==> src/rtl/memory_pkg.sv <==
// Shared constants and state encoding for the r2 store tank word-access ports.
// Contents: WORD_BITS, DIGITS, MINOR_CYCLES geometry, counter widths,
//           and the port FSM state enum (IDLE, WAIT, XFER, DONE).
package memory_pkg;

  localparam int WORD_BITS    = 17;  // data bits per short word
  localparam int DIGITS       = 18;  // pulse positions per minor cycle (17 data + gap)
  localparam int MINOR_CYCLES = 32;  // short words per long tank

  localparam int DIGIT_W = 5;
  localparam int MINOR_W = 5;

  typedef enum logic [1:0] {
    ST_IDLE = 2'd0,
    ST_WAIT = 2'd1,
    ST_XFER = 2'd2,
    ST_DONE = 2'd3
  } port_state_e;

endpackage

==> src/rtl/memory_r2_timebase.sv <==
// Free-running minor-cycle timebase for the r2 store: digit 0..DIGITS-1 and
// minor 0..MINOR_CYCLES-1, plus the next-cycle counter value for registered
// lookahead and a major_sync pulse in the last digit of the last minor cycle.
// Ports: clk_i/rst_i (async active-high), digit_o/minor_o, digit_nxt_o/minor_nxt_o, major_sync_o.
module memory_r2_timebase #(
  parameter int DIGITS       = memory_pkg::DIGITS,
  parameter int MINOR_CYCLES = memory_pkg::MINOR_CYCLES
) (
  input  logic       clk_i,
  input  logic       rst_i,
  output logic [4:0] digit_o,
  output logic [4:0] minor_o,
  output logic [4:0] digit_nxt_o,
  output logic [4:0] minor_nxt_o,
  output logic       major_sync_o
);
  import memory_pkg::*;

  localparam logic [DIGIT_W-1:0] DIGIT_LAST = DIGIT_W'(DIGITS - 1);
  localparam logic [MINOR_W-1:0] MINOR_LAST = MINOR_W'(MINOR_CYCLES - 1);

  logic [DIGIT_W-1:0] digit_q, digit_d;
  logic [MINOR_W-1:0] minor_q, minor_d;
  logic               major_sync_q, major_sync_d;

  always_comb begin
    digit_d = digit_q + DIGIT_W'(1);
    minor_d = minor_q;
    if (digit_q == DIGIT_LAST) begin
      digit_d = '0;
      minor_d = (minor_q == MINOR_LAST) ? '0 : minor_q + MINOR_W'(1);
    end
    // Registered so it is high in the cycle whose counter reads (last, last).
    major_sync_d = (digit_d == DIGIT_LAST) && (minor_d == MINOR_LAST);
  end

  always_ff @(posedge clk_i or posedge rst_i) begin
    if (rst_i) begin
      digit_q      <= '0;
      minor_q      <= '0;
      major_sync_q <= 1'b0;
    end else begin
      digit_q      <= digit_d;
      minor_q      <= minor_d;
      major_sync_q <= major_sync_d;
    end
  end

  assign digit_o      = digit_q;
  assign minor_o      = minor_q;
  assign digit_nxt_o  = digit_d;
  assign minor_nxt_o  = minor_d;
  assign major_sync_o = major_sync_q;

endmodule

==> src/rtl/memory_r2_up_1_port.sv <==
// Word-access port for long tank 1 of the upper r2 store: accepts one read or
// write at a time, waits for the addressed slot to circulate past, drives the
// tank clr/in/out gates and serial input, and deserialises the tank output.
// Ports: r2_clk/r2_rst, req_* (valid/ready request), rsp_* (one-cycle response),
//        r2_up_t1_clr/in/out + r2_mib (tank drive), r2_up_mob_t1 (tank output),
//        minor/digit/major_sync (timebase).
module memory_r2_up_1_port #(
  parameter int WORD_BITS    = memory_pkg::WORD_BITS,
  parameter int DIGITS       = memory_pkg::DIGITS,
  parameter int MINOR_CYCLES = memory_pkg::MINOR_CYCLES
) (
  input  logic                 r2_clk,
  input  logic                 r2_rst,
  input  logic                 req_valid,
  output logic                 req_ready,
  input  logic                 req_write,
  input  logic [4:0]           req_addr,
  input  logic [WORD_BITS-1:0] req_wdata,
  output logic                 rsp_valid,
  output logic [WORD_BITS-1:0] rsp_rdata,
  output logic                 r2_up_t1_clr,
  output logic                 r2_up_t1_in,
  output logic                 r2_up_t1_out,
  output logic                 r2_mib,
  input  logic                 r2_up_mob_t1,
  output logic [4:0]           minor,
  output logic [4:0]           digit,
  output logic                 major_sync
);
  import memory_pkg::*;

  localparam logic [4:0] GAP = 5'(DIGITS - 1);

  logic [4:0] digit_q, minor_q, digit_nxt, minor_nxt;

  memory_r2_timebase #(
    .DIGITS       (DIGITS),
    .MINOR_CYCLES (MINOR_CYCLES)
  ) u_timebase (
    .clk_i        (r2_clk),
    .rst_i        (r2_rst),
    .digit_o      (digit_q),
    .minor_o      (minor_q),
    .digit_nxt_o  (digit_nxt),
    .minor_nxt_o  (minor_nxt),
    .major_sync_o (major_sync)
  );

  port_state_e          state_q, state_d;
  logic [4:0]           addr_q;
  logic                 write_q;
  logic [WORD_BITS-1:0] wdata_q;
  logic [WORD_BITS-1:0] cap_q;
  logic [WORD_BITS-1:0] rdata_q;
  logic                 rsp_valid_q;
  logic                 ready_q;
  logic                 clr_q, in_q, out_q, mib_q;
  logic                 clr_d, in_d, out_d, mib_d;

  logic                 accept;
  logic [4:0]           tgt_addr;
  logic                 tgt_write;
  logic [WORD_BITS-1:0] tgt_wdata;
  logic                 slot_start_nxt;
  logic                 drive_nxt;

  assign accept = req_valid && ready_q;

  // In the accept cycle the request fields are not latched yet, so the
  // lookahead uses them directly; afterwards it uses the latched copy.
  assign tgt_addr  = (state_q == ST_IDLE) ? req_addr  : addr_q;
  assign tgt_write = (state_q == ST_IDLE) ? req_write : write_q;
  assign tgt_wdata = (state_q == ST_IDLE) ? req_wdata : wdata_q;

  // Next cycle is digit 0 of the target slot: the transfer must already be
  // live in that cycle, so the decision is made one cycle early.
  assign slot_start_nxt = (minor_nxt == tgt_addr) && (digit_nxt == '0);

  always_comb begin
    state_d = state_q;
    case (state_q)
      ST_IDLE: if (accept) state_d = slot_start_nxt ? ST_XFER : ST_WAIT;
      ST_WAIT: if (slot_start_nxt) state_d = ST_XFER;
      ST_XFER: if (digit_q == GAP) state_d = ST_DONE;
      ST_DONE: state_d = ST_IDLE;
      default: state_d = ST_IDLE;
    endcase
  end

  // Gates for the next cycle: only data digits of the slot, never the gap.
  always_comb begin
    drive_nxt = (state_d == ST_XFER) && (digit_nxt != GAP);
    clr_d     = drive_nxt && tgt_write;
    in_d      = drive_nxt && tgt_write;
    out_d     = drive_nxt && !tgt_write;
    mib_d     = drive_nxt && tgt_write && tgt_wdata[digit_nxt];
  end

  always_ff @(posedge r2_clk or posedge r2_rst) begin
    if (r2_rst) begin
      state_q     <= ST_IDLE;
      addr_q      <= '0;
      write_q     <= 1'b0;
      wdata_q     <= '0;
      cap_q       <= '0;
      rdata_q     <= '0;
      rsp_valid_q <= 1'b0;
      ready_q     <= 1'b1;
      clr_q       <= 1'b0;
      in_q        <= 1'b0;
      out_q       <= 1'b0;
      mib_q       <= 1'b0;
    end else begin
      state_q     <= state_d;
      ready_q     <= (state_d == ST_IDLE);
      rsp_valid_q <= (state_d == ST_DONE);
      clr_q       <= clr_d;
      in_q        <= in_d;
      out_q       <= out_d;
      mib_q       <= mib_d;
      if (accept) begin
        addr_q  <= req_addr;
        write_q <= req_write;
        wdata_q <= req_wdata;
      end
      // out_q is only high on data digits, so digit_q is always a valid bit index here.
      if (state_q == ST_XFER && out_q) begin
        cap_q[digit_q] <= r2_up_mob_t1;
      end
      if (state_q == ST_XFER && state_d == ST_DONE) begin
        rdata_q <= write_q ? wdata_q : cap_q;
      end
    end
  end

  assign req_ready    = ready_q;
  assign rsp_valid    = rsp_valid_q;
  assign rsp_rdata    = rdata_q;
  assign r2_up_t1_clr = clr_q;
  assign r2_up_t1_in  = in_q;
  assign r2_up_t1_out = out_q;
  assign r2_mib       = mib_q;
  assign minor        = minor_q;
  assign digit        = digit_q;

endmodule

==> config.mk <==
export PLATFORM = sky130hd
export DESIGN_NAME = memory_r2_up_1_port
export DESIGN_NICKNAME = d
export VERILOG_FILES = /design/src/rtl/memory_pkg.sv /design/src/rtl/memory_r2_timebase.sv /design/src/rtl/memory_r2_up_1_port.sv
export SDC_FILE = /design/constraint.sdc
export NUM_CORES = 1
export LEC_CHECK = 0
export CAP_MARGIN = 30
export CORE_UTILIZATION = 40
export DETAILED_ROUTE_END_ITERATION = 7
export SLEW_MARGIN = 10
export SYNTH_ARGS = -nofsm -noshare
export SYNTH_HDL_FRONTEND = slang
export SYNTH_HIERARCHICAL = 1
export SYNTH_SLANG_ARGS = --single-unit
==> constraint.sdc <==
create_clock -name r2_clk -period 2.8 [get_ports r2_clk]
set_clock_uncertainty 0.15 [all_clocks]
set_input_delay 0.7 -clock r2_clk [delete_from_list [all_inputs] [get_ports r2_clk]]
set_output_delay 0.7 -clock r2_clk [all_outputs]
set_load 0.005 [all_outputs]
==> flow_summary.ini, run 1 <==
[die]
ios = 61
dieArea_mm2 = 0.0101
start_util_pct = 41.5
die_height_um = 100
core-area_mm2 = 0.00933
num_rows = 35
die_w_um = 100

[run]
cap_violations = 0

[synth]
synth_flop_cell = dfrtp_1
ys_seq_area_share_pct = 48.5
synth.top_cell.area_share_pct = 47.8
synth_nets = 364
ys_seq_elements = 75
synth_largest_area_cell = dfrtp_1
synth_edf_count = 0
syn_area_per_cell_um2 = 11.6
ys_types = 58
ys_warn_count = 6
ys_top_cells_by_area = dfrtp_1 (48%), mux2_2 (12%), mux2i_1 (5.2%), mux4_1 (4.1%), nand2_1 (3.5%)
syn_area_mm2 = 0.00387
async_flop_share_pct = 100
postSynthCellCount = 333

[sta]
worst_slew_pin_slew_ns = 0.666
fin_crit_ns = 2.66
max_slew_margin_pct = 55.4
setup_violations = 0
timing.final.ws_setup_ns = 0.141
slew_viol_final = 0
max_freq_mhz = 376
finalSetupTns_ns = 0
finalCritPeriodShare_pct = 95.0
hold_viol_final = 0
rsz0062_at_grt = false

[clock_tree]
clock_latency_ns = 0.35
post_cts_buffers = 0
numCtsBuffers = 9
cts_max_path_buffers = 2
htreeDepth = 3
cts.clk_slew.worst_paths_ns = 0.08
cts.hold.buffers_added = 0
cts-root-buf = clkbuf_8
cts_tree = built
cts.sinks = 75

[placed_design]
place.gp.congestion = 0.817
hpwl_um = 6550
numPortBuffers = 60
place_inst = 526
pre_cts_slack_ns = 0.0415

[detailed_routing]
wl_met1_um = 4320
drt_pass1_iterations = 4
wl_per_cell_um = 16.9
wl_met3_um = 428
vias = 2887
highest_layer = met4
met2_length_um = 4270
routed_wl_um = 9140
drt_iter0_markers = 104
via_per_inst = 5.33
ant_nets = 0
drc = 0

[final_layout]
drive_gt1_share_pct = 24.2
layout_common_cells = dfrtp_1 (74), clkdlybuf4s50_1 (60), mux2_2 (42)
finalNonFillerCells = 542
fin_util_pct = 53.3
mostFrequentLayoutCell = dfrtp_1
area_growth_pct = 28.2
antenna_cells = 0
final_nets = 439

[setup_path]
crit_arrival_ns = 2.77
path_max_fanout = 6
worstSetupStartpointType = flop
critical_path_class = reg -> reg
endpoint_kind = flop
required_ns = 2.91

[pwr]
peakVddDrop_mv = 0.329
leakage_nw = 2.10
p_per_area_mw_per_mm2 = 669

[global_route]
antenna_found_initial = 0
grt.overflow.total = 0
grt_pass1_vias = 2883
grt_pass1_wl_um = 14900
grt_max_degree = 65
grtUsageTotal_pct = 19.7

[run_status]
status = finished, final reports clean

[hold_path]
hp-class = reg -> reg
power breakdown:
group	internal, mW	switching, mW
Combinational	0.575	0.420
Sequential	1.28	0.138
Clock	0.500	0.411
Total	2.35	0.969
final cells by class:
| type | instances | area [um^2] |
|---|---|---|
| Inverter | 7 | 26.3 |
| Tap cell | 129 | 161 |
| Clock buffer | 9 | 124 |
| Sequential cell | 75 | 1880 |
| Multi-Input combinational cell | 232 | 1890 |
| Clock inverter | 7 | 92.6 |
| Timing Repair Buffer | 83 | 798 |
| Fill cell | 843 | 4360 |
state kept, by name (all words and copies together), names as in the netlist:
register                 flops
write_q                      1
r2_up_t1_in                  1
wdata_q                     17
r2_up_t1_out                 1
cap_q                       17
rsp_valid                    1
r2_mib                       1
addr_q                       5
req_ready                    1
u_timebase/minor_o           5
rsp_rdata                   17
state_q                      2
u_timebase/major_sync_o      1
u_timebase/digit_o           5
per-stage QoR:
step / hold slack [ns] / cell area, um^2 / power [mW]
2_1_floorplan: 0.323 / 3870 / 2.17
3_3_place_gp: 0.313 / 4740 / 2.42
3_5_place_dp: 0.320 / 4740 / 2.44
4_1_cts: 0.340 / 4960 / 3.37
5_1_grt: 0.368 / 4970 / 3.52
6_report: 0.332 / 4970 / 3.32
layer usage:
metal,vias up,global-route usage (%)
met5,-,0
met3,12,4.18
met2,67,31.3
met4,0,6.35
met1,1436,27.0
li1,1372,-
kinds of logic after synthesis:
group                      after synthesis  synth area share [%]
DFF                                     75                  48.5
xor gates and xnor gates                 3                 0.678
AOI/OAI and AO/OA                       52                  8.82
muxes                                   69                  22.0
and+or+nand+nor                        104                  15.6
buffers and inverters                   26                  3.10
adders and majority gates                4                  1.29
what timing repair did:
| item | CTS | global route |
|---|---|---|
| setup endpoints to repair | 0 | 3 |
| resized for setup | 0 | 4 |
| hold endpoints to repair | 0 | 0 |
Yosys cell counts (2+ instances only):
library cell	count
clkbuf_1	12
nand2_1	36
nand2b_1	3
nand3_1	4
dfrtp_1	74
mux2i_1	20
o21ai_0	23
buf_2	2
mux4_1	6
a211oi_1	3
inv_1	7
a31oi_1	2
o21bai_1	2
nand4_1	2
o221ai_1	2
nor2_1	15
nor3b_1	2
a21oi_1	5
nor4_1	3
o41a_1	2
nand3b_1	3
nor3_1	4
or3b_2	3
and3_1	5
o21a_1	4
nor2b_1	4
or3_1	2
mux2_2	42
ha_1	4
buf_6	2
nor4b_1	4
xnor2_1	3
a21o_1	2
and2_1	2
worst paths after layout:
| kind | start | endpoint | slack, ns | cells after the start |
|---|---|---|---|---|
| worst min-delay path | rsp_rdata[5] | rsp_rdata[5] | 0.33 | 2 |
| worst max register to register | u_timebase/minor_o[0] | r2_mib | 0.14 | 8 |
| worst min register to register | rsp_rdata[5] | rsp_rdata[5] | 0.33 | 2 |
| worst max-delay path | u_timebase/minor_o[0] | r2_mib | 0.14 | 8 |
| max in group asynchronous | r2_rst | rsp_rdata[2] | 1.59 | 3 |
| min in group asynchronous | r2_rst | u_timebase/minor_o[0] | 0.54 | 2 |
critical path: stages (launching register included):
cell	delay (ns)
dfrtp_1	0.39
ha_1	0.22
and3_1	0.18
ha_1	0.24
or4_4	0.55
nand2_2	0.13
o211ai_1	0.14
o31a_1	0.31
nor4_2	0.26
(Power assumes the default switching activity.)
==> run 2, diff against run 1 <==
--- a/config.mk
+++ b/config.mk
@@ -6,6 +6,7 @@
 export NUM_CORES = 1
 export LEC_CHECK = 0
 export CAP_MARGIN = 30
+export CORE_MARGIN = 5
 export CORE_UTILIZATION = 40
 export DETAILED_ROUTE_END_ITERATION = 7
 export SLEW_MARGIN = 10
==> flow_summary.ini, run 2 (synthesis gave the netlist of run 1 again) <==
[run_status]
status = finished, final reports clean

[pwr]
power_mw = 3.18
leakage_nw = 2.10
peakVddDrop_mv = 0.316
p_per_area_mw_per_mm2 = 641

[final_layout]
final_nets = 442
layout_common_cells = dfrtp_1 (74), clkdlybuf4s50_1 (60), mux2_2 (42)
area_growth_pct = 28.1
antenna_cells = 0
finalNonFillerCells = 549
fin_util_pct = 51.7
fillers = 864
mostFrequentLayoutCell = dfrtp_1
drive_gt1_share_pct = 25.0

[global_route]
use_met3_pct = 4.24
use_met2_pct = 26.4
grt.overflow.total = 0
grt_pass1_vias = 3037
grt_max_degree = 36
grtUsageTotal_pct = 17.6
busiest_layer = met2
antenna_found_initial = 0
use_met1_pct = 24.7
grt_pass1_wl_um = 16000

[clock_tree]
cts.sinks = 75
cts_tree = built
htreeDepth = 3
clock_latency_ns = 0.35
numCtsBuffers = 9
cts-root-buf = clkbuf_8
cts.clk_slew.worst_paths_ns = 0.07
cts_max_path_buffers = 2
cts.hold.buffers_added = 0

[detailed_routing]
wl_per_cell_um = 17.7
drt_pass1_iterations = 5
drc = 0
routed_wl_um = 9730
via_per_inst = 5.31
drt_iter0_markers = 143
vias = 2917
ant_nets = 0

[die]
die_w_um = 108
dieArea_mm2 = 0.0118
core-area_mm2 = 0.00959
start_util_pct = 40.4
die_height_um = 108
num_rows = 36
ios = 61

[placed_design]
pre_cts_slack_ns = 0.0412
numPortBuffers = 60
place.gp.congestion = 0.836
place_inst = 533
hpwl_um = 7080

[setup_path]
required_ns = 2.91
path_common_cell = o41a_1
slowest_stage = o41a_1
cp_cell_sequence = inv_1 > ha_1 > and4bb_2 > buf_6 > nor2_2 > buf_4 > nand2_1 > a211oi_1 > o41a_1 > o41a_1 > nor4_2
crit_arrival_ns = 2.72
endpoint_kind = flop
worstSetupStartpointType = flop
path_max_fanout = 6
critical_path_class = reg -> reg
slowest_delay_ns = 0.42

[run]
cap_violations = 0

[sta]
timing.final.ws_setup_ns = 0.185
fin_crit_ns = 2.61
slew_viol_final = 0
rsz0062_at_grt = false
setup_violations = 0
finalCritPeriodShare_pct = 93.4
worst_slew_pin_slew_ns = 0.631
max_freq_mhz = 382
hold_viol_final = 0
finalSetupTns_ns = 0
max_slew_margin_pct = 57.8

[hold_path]
hp-class = reg -> reg
run 2: changes by cell type in the layout (fill, tap and decap cells not counted), moves of 2 or more:
cell,previous run,this run
nor2_1,14,12
clkbuf_8,9,11
clkbuf_1,0,3
bufinv_16,2,0
clkinv_4,2,0
buf_4,21,24
run 2: critical path: cells and delay by family, from the launching register on:
kind	cells	cell delay, ns
fa+ha+maj	1	0.16
buf+inv	3	0.36
flops	1	0.38
compound gates	3	0.81
simple gates	4	0.67
run 2: area by class of cell:
cell class | count | area (um^2) | area share, %
clock buffer | 14 | 163 | 3.28
clock inverter | 2 | 10.0 | 0.202
inverter | 7 | 26.3 | 0.529
multi-input combinational | 232 | 1910 | 38.4
sequential | 75 | 1880 | 37.8
tap | 133 | 166 | 3.35
timing repair buffer | 86 | 812 | 16.4
run 2: stage by stage:
step	hold WS [ns]	cell area (um^2)
after floorplan	0.323	3870
after global placement	0.315	4750
after detailed placement	0.324	4750
after CTS	0.340	4930
after global routing	0.360	4960
final	0.334	4960
run 2: final timing paths:
| check | startpoint | to | slack [ns] | depth (start not counted) |
|---|---|---|---|---|
| worst max-delay path | u_timebase/digit_o[1] | r2_mib | 0.19 | 11 |
| worst min-delay path | rsp_rdata[9] | rsp_rdata[9] | 0.33 | 2 |
| min in group asynchronous | r2_rst | u_timebase/minor_o[1] | 0.56 | 2 |
| worst min register to register | rsp_rdata[9] | rsp_rdata[9] | 0.33 | 2 |
| max in group asynchronous | r2_rst | rsp_rdata[6] | 1.31 | 3 |
| worst max register to register | u_timebase/digit_o[1] | r2_mib | 0.19 | 11 |
run 2: routing by layer:
metal  routed length [um]  up-vias  part of all wire (%)
li1                     -     1377                     -
met1                 4510     1433                    46
met2                 4490       98                    46
met3                  619        9                   6.4
met4                  114        0                   1.2
met5                    0        -                     0
run 2: where the power goes:
part / switching [mW] / internal [mW] / total (mW)
Sequential: 0.141 / 1.28 / 1.42
Combinational: 0.429 / 0.580 / 1.01
Clock: 0.385 / 0.369 / 0.754
run 2: repair_timing:
item,4_1_cts,5_1_grt
resized for setup,0,10
endpoints found under the setup margin,0,2
buffers inserted,0,0
==> run 3, diff against run 2 <==
--- a/config.mk
+++ b/config.mk
@@ -5,7 +5,7 @@
 export SDC_FILE = /design/constraint.sdc
 export NUM_CORES = 1
 export LEC_CHECK = 0
-export CAP_MARGIN = 30
+export CAP_MARGIN = 20
 export CORE_MARGIN = 5
 export CORE_UTILIZATION = 40
 export DETAILED_ROUTE_END_ITERATION = 7
==> results of run 3 <==
The final DEF is identical to that of run 2; final timing and power are the same.
